### src/rtl/mux_seq_pkg.sv
// Shared types and width helpers for the mux select sequencer.
// Holds the FSM state encoding and the select/divider width functions.
package mux_seq_pkg;

    typedef enum logic [1:0] {
        IDLE   = 2'd0,
        SHIFT  = 2'd1,
        PARITY = 2'd2
    } seq_state_t;

    // Select width: $clog2 of the word width, never below 1 bit.
    function automatic int sel_width(input int width);
        return (width > 1) ? $clog2(width) : 1;
    endfunction

    // Divider counter width: max(1, $clog2(DIV)).
    function automatic int cnt_width(input int div);
        return (div > 1) ? $clog2(div) : 1;
    endfunction

endpackage

### src/rtl/mux_4to1.sv
// 4:1 select mux: o_selected = i_data[i_sel], purely combinational.
// Ports: i_sel (2b select), i_data (4b inputs), o_selected (chosen bit).
module mux_4to1 (
    input  logic [1:0] i_sel,
    input  logic [3:0] i_data,
    output logic       o_selected
);

    always_comb begin
        o_selected = 1'b0;
        unique case (i_sel)
            2'd0:    o_selected = i_data[0];
            2'd1:    o_selected = i_data[1];
            2'd2:    o_selected = i_data[2];
            2'd3:    o_selected = i_data[3];
            default: o_selected = 1'b0;
        endcase
    end

endmodule

### src/rtl/mux_sel_sequencer.sv
// Parallel-to-serial front end: captures a word on valid/ready and walks
// the mux select over every bit, DIV cycles per bit, one bit on o_serial.
// Ports: i_clk, i_rst_n (async low), i_data/i_valid/o_ready (input word),
// o_sel, o_serial, o_serial_valid, o_last, o_busy (serial side).
// Optional macro MUX_SEQ_PARITY_EN appends an even-parity slot per word.
module mux_sel_sequencer
    import mux_seq_pkg::*;
#(
    parameter int WIDTH     = 4,
    parameter int DIV       = 1,
    parameter bit LSB_FIRST = 1'b1,
    localparam int SW       = sel_width(WIDTH),
    localparam int CW       = cnt_width(DIV)
) (
    input  logic             i_clk,
    input  logic             i_rst_n,
    input  logic [WIDTH-1:0] i_data,
    input  logic             i_valid,
    output logic             o_ready,
    output logic [SW-1:0]    o_sel,
    output logic             o_serial,
    output logic             o_serial_valid,
    output logic             o_last,
    output logic             o_busy
);

    localparam logic [SW-1:0] SEL_FIRST = LSB_FIRST ? SW'(0) : SW'(WIDTH - 1);
    localparam logic [SW-1:0] SEL_FINAL = LSB_FIRST ? SW'(WIDTH - 1) : SW'(0);
    localparam logic [CW-1:0] CNT_MAX   = CW'(DIV - 1);

    seq_state_t       state_q, state_d;
    logic [WIDTH-1:0] hold_q, hold_d;
    logic [SW-1:0]    sel_q, sel_d;
    logic [CW-1:0]    cnt_q, cnt_d;

    logic slot_end;
    logic on_final;
    logic word_end;
    logic accept;
    logic mux_bit;

    assign slot_end = (cnt_q == CNT_MAX);
    assign on_final = (state_q == SHIFT) && (sel_q == SEL_FINAL);

`ifdef MUX_SEQ_PARITY_EN
    assign word_end = (state_q == PARITY) && slot_end;
    assign o_last   = (state_q == PARITY);
    assign o_serial = (state_q == PARITY) ? ^hold_q
                    : ((state_q == SHIFT) & mux_bit);
`else
    assign word_end = on_final && slot_end;
    assign o_last   = on_final;
    assign o_serial = (state_q == SHIFT) & mux_bit;
`endif

    // Ready in IDLE, and for one cycle at word end so words stream
    // back-to-back without a bubble.
    assign o_ready        = (state_q == IDLE) || word_end;
    assign accept         = i_valid && o_ready;
    assign o_serial_valid = (state_q != IDLE);
    assign o_busy         = (state_q != IDLE);
    assign o_sel          = sel_q;

    generate
        if (WIDTH == 4) begin : g_mux4
            mux_4to1 u_mux (
                .i_sel      (sel_q),
                .i_data     (hold_q),
                .o_selected (mux_bit)
            );
        end else begin : g_muxn
            assign mux_bit = hold_q[sel_q];
        end
    endgenerate

    always_comb begin
        state_d = state_q;
        hold_d  = hold_q;
        sel_d   = sel_q;
        cnt_d   = cnt_q;
        if (accept) begin
            hold_d  = i_data;
            sel_d   = SEL_FIRST;
            cnt_d   = '0;
            state_d = SHIFT;
        end else begin
            unique case (state_q)
                IDLE: begin
                    state_d = IDLE;
                end
                SHIFT: begin
                    if (!slot_end) begin
                        cnt_d = cnt_q + 1'b1;
                    end else begin
                        cnt_d = '0;
                        if (sel_q == SEL_FINAL) begin
`ifdef MUX_SEQ_PARITY_EN
                            state_d = PARITY;
`else
                            state_d = IDLE;
`endif
                        end else if (LSB_FIRST) begin
                            sel_d = sel_q + 1'b1;
                        end else begin
                            sel_d = sel_q - 1'b1;
                        end
                    end
                end
                PARITY: begin
                    if (!slot_end) begin
                        cnt_d = cnt_q + 1'b1;
                    end else begin
                        cnt_d   = '0;
                        state_d = IDLE;
                    end
                end
                default: begin
                    state_d = IDLE;
                end
            endcase
        end
    end

    always_ff @(posedge i_clk or negedge i_rst_n) begin
        if (!i_rst_n) begin
            state_q <= IDLE;
            hold_q  <= '0;
            sel_q   <= SEL_FIRST;
            cnt_q   <= '0;
        end else begin
            state_q <= state_d;
            hold_q  <= hold_d;
            sel_q   <= sel_d;
            cnt_q   <= cnt_d;
        end
    end

endmodule

### config.mk
export PLATFORM = sky130hd
export DESIGN_NAME = mux_sel_sequencer
export DESIGN_NICKNAME = d
export VERILOG_FILES = /design/src/rtl/mux_seq_pkg.sv /design/src/rtl/mux_4to1.sv /design/src/rtl/mux_sel_sequencer.sv
export SDC_FILE = /design/constraint.sdc
export NUM_CORES = 1
export LEC_CHECK = 0
export CORE_AREA = 3 3 40 42
export CTS_BUF_LIST = sky130_fd_sc_hd__clkbuf_4 sky130_fd_sc_hd__clkbuf_8
export DETAILED_ROUTE_END_ITERATION = 7
export DIE_AREA = 0 0 43 45
export SETUP_SLACK_MARGIN = 0.2
export SLEW_MARGIN = 20
export SYNTH_ARGS = -nofsm -noshare
export SYNTH_HDL_FRONTEND = slang
export SYNTH_SLANG_ARGS = --single-unit
### constraint.sdc
create_clock -name i_clk -period 1.85 [get_ports i_clk]
set_input_delay 0.37 -clock i_clk [delete_from_list [all_inputs] [get_ports i_clk]]
set_output_delay 0.37 -clock i_clk [all_outputs]
set_load 0.01 [all_outputs]
==> flow_metrics.tcl, run 1 <==
set metrics [dict create \
    cts_hold_buffers 0 \
    wl_met2_um 469 \
    whs_ps 386.2 \
    start_util_pct 30.19 \
    synth-seq-area-share_pct 45.16 \
    cts_root_buffer "clkbuf_4" \
    cts_made_buffers 3 \
    cp-end-kind "output pin" \
    clk_pin_slew_ps 50 \
    fp.dieH_um 45 \
    hpwl_um 668.7 \
    tritoncts "yes" \
    worst_ep_required_time_ps 1480 \
    ant_nets 0 \
    dp_cells 59 \
    drtIter0Drc 5 \
    grt_pass1_wl_mm 1.490 \
    vias 312 \
    worst-path-max-fanout 4 \
    hold_violations 0 \
    start_kind "register" \
    fin_crit_ps 1833 \
    fmax_mhz 545.6 \
    syn_inst 30 \
    final_nets 65 \
    arrival_ps 1460 \
    area_growth_pct 63.55 \
    die_x_um 43 \
    ctsLongestPathBuffers 2 \
    grt_antenna_before_repair 0 \
    ios 14 \
    port_buffers 13 \
    dr.pass1.iters 4 \
    p_per_area_nw_per_um2 1747 \
    worstMarginPinSlew_ps 319.3 \
    grt_max_degree 8 \
    grt_pass1_vias 358 \
    gp_routability_congestion 0.7120 \
    synth.area.top_cells "dfrtp_1, mux2_4, ha_1" \
    crit_type "reg -> out" \
    synth_top_cell_by_area "dfrtp_1" \
    max_cap_violations 0 \
    worstSkewPairLatency_ps 240 \
    design_area_um2 634.4 \
    synth_area_um2 387.9 \
    avgRoutedWirePerCell_um 12.22 \
    layout-drive-gt1-share_pct 54.72 \
    diodes 0 \
    drt-met1-wl_um 304 \
    wl_um 831 \
    htree_levels 1 \
    relSlewSlack_pct 78.65 \
    ir_drop_v 0.0006805 \
    wl_met3_um 57 \
    hold_path.class "in -> async" \
    period_share_pct 99.07 \
    skew_ps 3.491 \
    ys_warn_count 0 \
    core_um2 1285 \
    reg2regPathDepth 7 \
    synth-seq-cells 7 \
    cts.sinks 7 \
    setup_violations 0 \
    slew_violations 0 \
    rsz0062_at_grt "true" \
    grt_overflow 0 \
    avgSynthCellArea_um2 12.93 \
    dieArea_um2 1935 \
    highest_layer "met3" \
    viasPerCell 4.588 \
    placed_cell_area_um2 544.3 \
    setup_slack_ps 17.25 \
    synth_nets 41 \
    p_leak_nw 0.3045 \
    rows 13 \
    grtUsageTotal_pct 10.39 \
    netlist.area_leader.share_pct 45.16 \
    remaining_drc_errors 0 \
    pre_cts_slack_ps -97.66 \
    status "complete, no violations" \
    instances_no_fill 68 \
    synth.distinct_cells 14 \
]
==> cells in the final DEF, fill, tap and decap left out, types with 2 or more instances in the layout <==
cell	instances
buf_2	2
buf_4	6
buf_6	2
clkbuf_4	4
clkdlybuf4s50_1	8
dfrtp_1	4
dfrtp_2	3
dlygate4sd2_1	2
ha_1	2
inv_2	3
mux2_4	4
o21ai_0	2
==> per-stage QoR <==
| step | TNS [ps] | utilization, % | total power [mW] |
|---|---|---|---|
| floorplan | 0 | - | 0.6012 |
| global placement | -21.49 | 42.36 | 0.8434 |
| detailed placement | -97.66 | 42.36 | 0.8651 |
| CTS | -3.378 | 47.32 | 1.061 |
| global route | -49.66 | 49.37 | 1.192 |
| finish | 0 | 49.37 | 1.108 |
==> registers in the layout, summed over array words and instances, names as in the netlist <==
signal	flops
o_sel	2
state_q	1
hold_q	4
==> power breakdown <==
group	internal [mW]	leakage (nW)	total (mW)	switching, mW
Combinational	0.386	0.208	0.640	0.254
Sequential	0.236	0.0783	0.319	0.0831
Clock	0.0966	0.0184	0.148	0.0518
==> worst paths after layout <==
check                      slack [ps]                endpoint                  start
max                                20                o_serial   o_sel[1]$_DFFE_PN0P_
min                               390    o_sel[0]$_DFFE_PN0P_                i_rst_n
max reg2reg                       220   hold_q[2]$_DFFE_PN0P_   o_sel[1]$_DFFE_PN0P_
min reg2reg                       510   hold_q[0]$_DFFE_PN0P_  hold_q[0]$_DFFE_PN0P_
max in group asynchronous        1210  state_q[0]$_DFFE_PN0P_                i_rst_n
min in group i_clk                510   hold_q[0]$_DFFE_PN0P_  hold_q[0]$_DFFE_PN0P_
==> kinds of logic (layout without fill, tap and decap cells) <==
group / Yosys count / count (layout) / synth area share (%)
AOI/OAI and AO/OA: 4 / 4 / 6.451
adders and majority gates: 4 / 4 / 12.90
buffers and inverters: 5 / 28 / 5.806
DFF: 7 / 7 / 45.16
muxes: 5 / 5 / 18.07
and+or+nand+nor: 5 / 5 / 11.61
==> layer usage <==
metal / up-vias / track usage, %
met5: - / 0
met3: 0 / 2.789
met1: 153 / 11.06
met4: 0 / 5.422
li1: 148 / -
met2: 11 / 18.86
==> Yosys cell counts <==
master	number
nand2b_1	1
mux2i_1	1
nand3b_1	1
nand2b_4	1
mux2_4	4
nand2_4	1
ha_1	4
o21ai_0	2
buf_4	1
inv_1	4
a222oi_1	1
a21oi_1	1
dfrtp_1	7
and2_1	1
==> layout make-up <==
| cell class | count | area (um2) |
|---|---|---|
| Multi-Input combinational cell | 18 | 216.5 |
| Sequential cell | 7 | 178.9 |
| Clock buffer | 4 | 30.03 |
| Timing Repair Buffer | 20 | 175.2 |
| Fill cell | 110 | 650.6 |
| Tap cell | 15 | 18.77 |
| Inverter | 4 | 15.01 |
==> worst max-delay path, stage by stage, from the launching register on <==
cell,delay (ps)
dfrtp_2,450
ha_4,180
a222oi_1,340
a21oi_1,110
buf_2,150
==> timing repair <==
action	in CTS	in global routing
buffers inserted	4	1
pin swaps	4	2
resized for setup	18	9
endpoints found under the setup margin	5	9
hold endpoints to repair	0	0
No activity file was read; power rests on OpenSTA's default activity.
==> run 2, diff against run 1 <==
- clock period: 1.85 -> 1.7 ns (I/O delays scaled with it)
==> run 2 against run 1 <==
Effect of this change: the flow now finishes with violations (negative setup slack); combinational power is 13% higher; final area is 0.59% lower; global-route usage is 1.2 points lower; die area stayed put; count of clock-buffer cells in the layout is 1 lower; register-to-register slack worse by 140 ps; final cell count is 1.5% higher; largest cell class unchanged.
==> flow_metrics.tcl, run 2 (synthesized netlist as in run 1, its figures left out) <==
set metrics [dict create \
    cts.sinks 7 \
    setup_slack_ps -98.34 \
    ir_drop_v 0.0006631 \
    path_cells "ha_2, a222oi_1, a21oi_1, buf_2" \
    hpwl_um 658.2 \
    grt_antenna_before_repair 0 \
    vias 295 \
    clkPwrFrac_pct 12.2 \
    ant_nets 0 \
    port_buffers 13 \
    relSlewSlack_pct 79.98 \
    grt_pass1_vias 310 \
    largest_register "hold_q" \
    dr.pass1.iters 4 \
    grt_most_used_layer "met2" \
    grt_max_degree 8 \
    p_seq_share_pct 27.2 \
    skew_ps 5.617 \
    viasPerCell 4.275 \
    grt_overflow 0 \
    internal_power_uw 776.1 \
    gp_routability_congestion 0.7369 \
    die_x_um 43 \
    hold_path.class "in -> async" \
    core_um2 1285 \
    cts_root_buffer "clkbuf_4" \
    final_nets 66 \
    diodes 0 \
    avgRoutedWirePerCell_um 11.75 \
    htree_levels 1 \
    fmax_mhz 556.1 \
    cp_top_family "compound AO/OA/AOI/OAI gates" \
    start_util_pct 30.19 \
    grt.met3_usage_pct 2.390 \
    area_growth_pct 62.58 \
    dieArea_um2 1935 \
    final_util_pct 49.08 \
    netSwitchingPower_uw 420.8 \
    fin_crit_ps 1798 \
    ios 14 \
    p_leak_nw 0.3092 \
    grtUsageTotal_pct 9.167 \
    fp.dieH_um 45 \
    layout-drive-gt1-share_pct 50.00 \
    placed_cell_area_um2 551.8 \
    cts_made_buffers 3 \
    worstSkewPairLatency_ps 240 \
    ctsLongestPathBuffers 2 \
    drtIter0Drc 5 \
    remaining_drc_errors 0 \
    crit_slowest_cell "dfrtp_1" \
    cp-end-kind "output pin" \
    pre_cts_slack_ps -184.1 \
    slew_violations 0 \
    worstMarginPinSlew_ps 299.3 \
    final_cell_mix "dfrtp_1, clkdlybuf4s50_1, buf_4" \
    cp.buffers_inverters 1 \
    period_share_pct 105.8 \
    max_cap_violations 0 \
    wl_um 811 \
    clk_pin_slew_ps 60 \
    status "finished, violations left" \
    violations "negative setup slack" \
    largest_register_ffs 4 \
    start_kind "register" \
    arrival_ps 1460 \
    tritoncts "yes" \
    grt_pass1_wl_mm 1.297 \
    crit_type "reg -> out" \
    worst-path-max-fanout 4 \
    r2r-start "o_sel[0]$_DFFE_PN0P_" \
    cts_hold_buffers 0 \
    crit_start "o_sel[0]$_DFFE_PN0P_" \
    p_sw_share_pct 35.16 \
    dp_cells 60 \
    instances_no_fill 69 \
    p_comb_share_pct 60.6 \
    setup_violations 1 \
    p_per_area_nw_per_um2 1898 \
    design_area_um2 630.6 \
    hold_violations 0 \
    worst_ep_required_time_ps 1360 \
    grtUsageMet2_pct 17.96 \
    critical_path.max_stage_delay_ps 420 \
    grt_util_met1_pct 9.181 \
    rows 13 \
    rsz0062_at_grt "true" \
]
==> run 2: cell count changes in the layout (fill, tap and decap cells not counted), sizes merged <==
cell           previous run  this run
buf                      10        11
clkdlybuf4s50             8         6
clkinv                    0         1
dlygate4sd2               2         3
==> run 2: metal layers <==
metal / part of all wire, % / up-vias / wire, um
met5: 0 / - / 0
met4: 0 / 0 / 0
met3: 5.4 / 0 / 44
met2: 54 / 11 / 435
met1: 41 / 134 / 330
li1: - / 150 / -
==> run 2: per-stage QoR <==
step	setup TNS (ps)	power (mW)	hold slack [ps]
floorplan	0	0.6543	44.41
global placement	-142.4	0.9390	501.5
detailed placement	-184.1	0.9634	496.7
CTS	-92.54	1.121	354.0
global route	-263.9	1.291	359.7
finish	-98.34	1.197	342.9
==> run 2: worst paths after layout <==
check / end / cells after the start / slack [ps]
max reg2reg: hold_q[1]$_DFFE_PN0P_ / 7 / 80
min in group i_clk: hold_q[0]$_DFFE_PN0P_ / 1 / 510
min: hold_q[2]$_DFFE_PN0P_ / 1 / 340
max: o_serial / 4 / -100
min reg2reg: hold_q[0]$_DFFE_PN0P_ / 1 / 510
max in group asynchronous: state_q[0]$_DFFE_PN0P_ / 1 / 1100
==> run 2: final cells by class <==
class	instances	area, um2
fillers	116	654.4
repair buffers	21	186.4
inverters	4	15.01
flip-flops and latches	7	176.4
clock buffers	3	22.52
clock inverters	1	5.005
multi-input cells	18	206.4
well taps	15	18.77
==> run 2: timing repair <==
item	4_1_cts	5_1_grt
gates resized for setup	23	6
setup buffers	2	3
setup endpoints to repair	7	8
pin swaps	4	3
==> run 2: power groups by stage <==
stage / sequential (mW) / combinational (mW) / clock [mW]
final: 0.325 / 0.726 / 0.146
after global routing: 0.339 / 0.790 / 0.162
after CTS: 0.325 / 0.647 / 0.149
after detailed placement: 0.324 / 0.640 / 0
after global placement: 0.320 / 0.619 / 0
after floorplan: 0.326 / 0.328 / 0
==> run 2: worst reg2reg max path: cells and delay by family, from the launching register on <==
| kind | cells | cell delay [ps] |
|---|---|---|
| DFF | 1 | 420 |
| buffers and inverters | 3 | 370 |
| muxes | 1 | 300 |
| and+or+nand+nor | 2 | 210 |
| adders and majority gates | 1 | 190 |
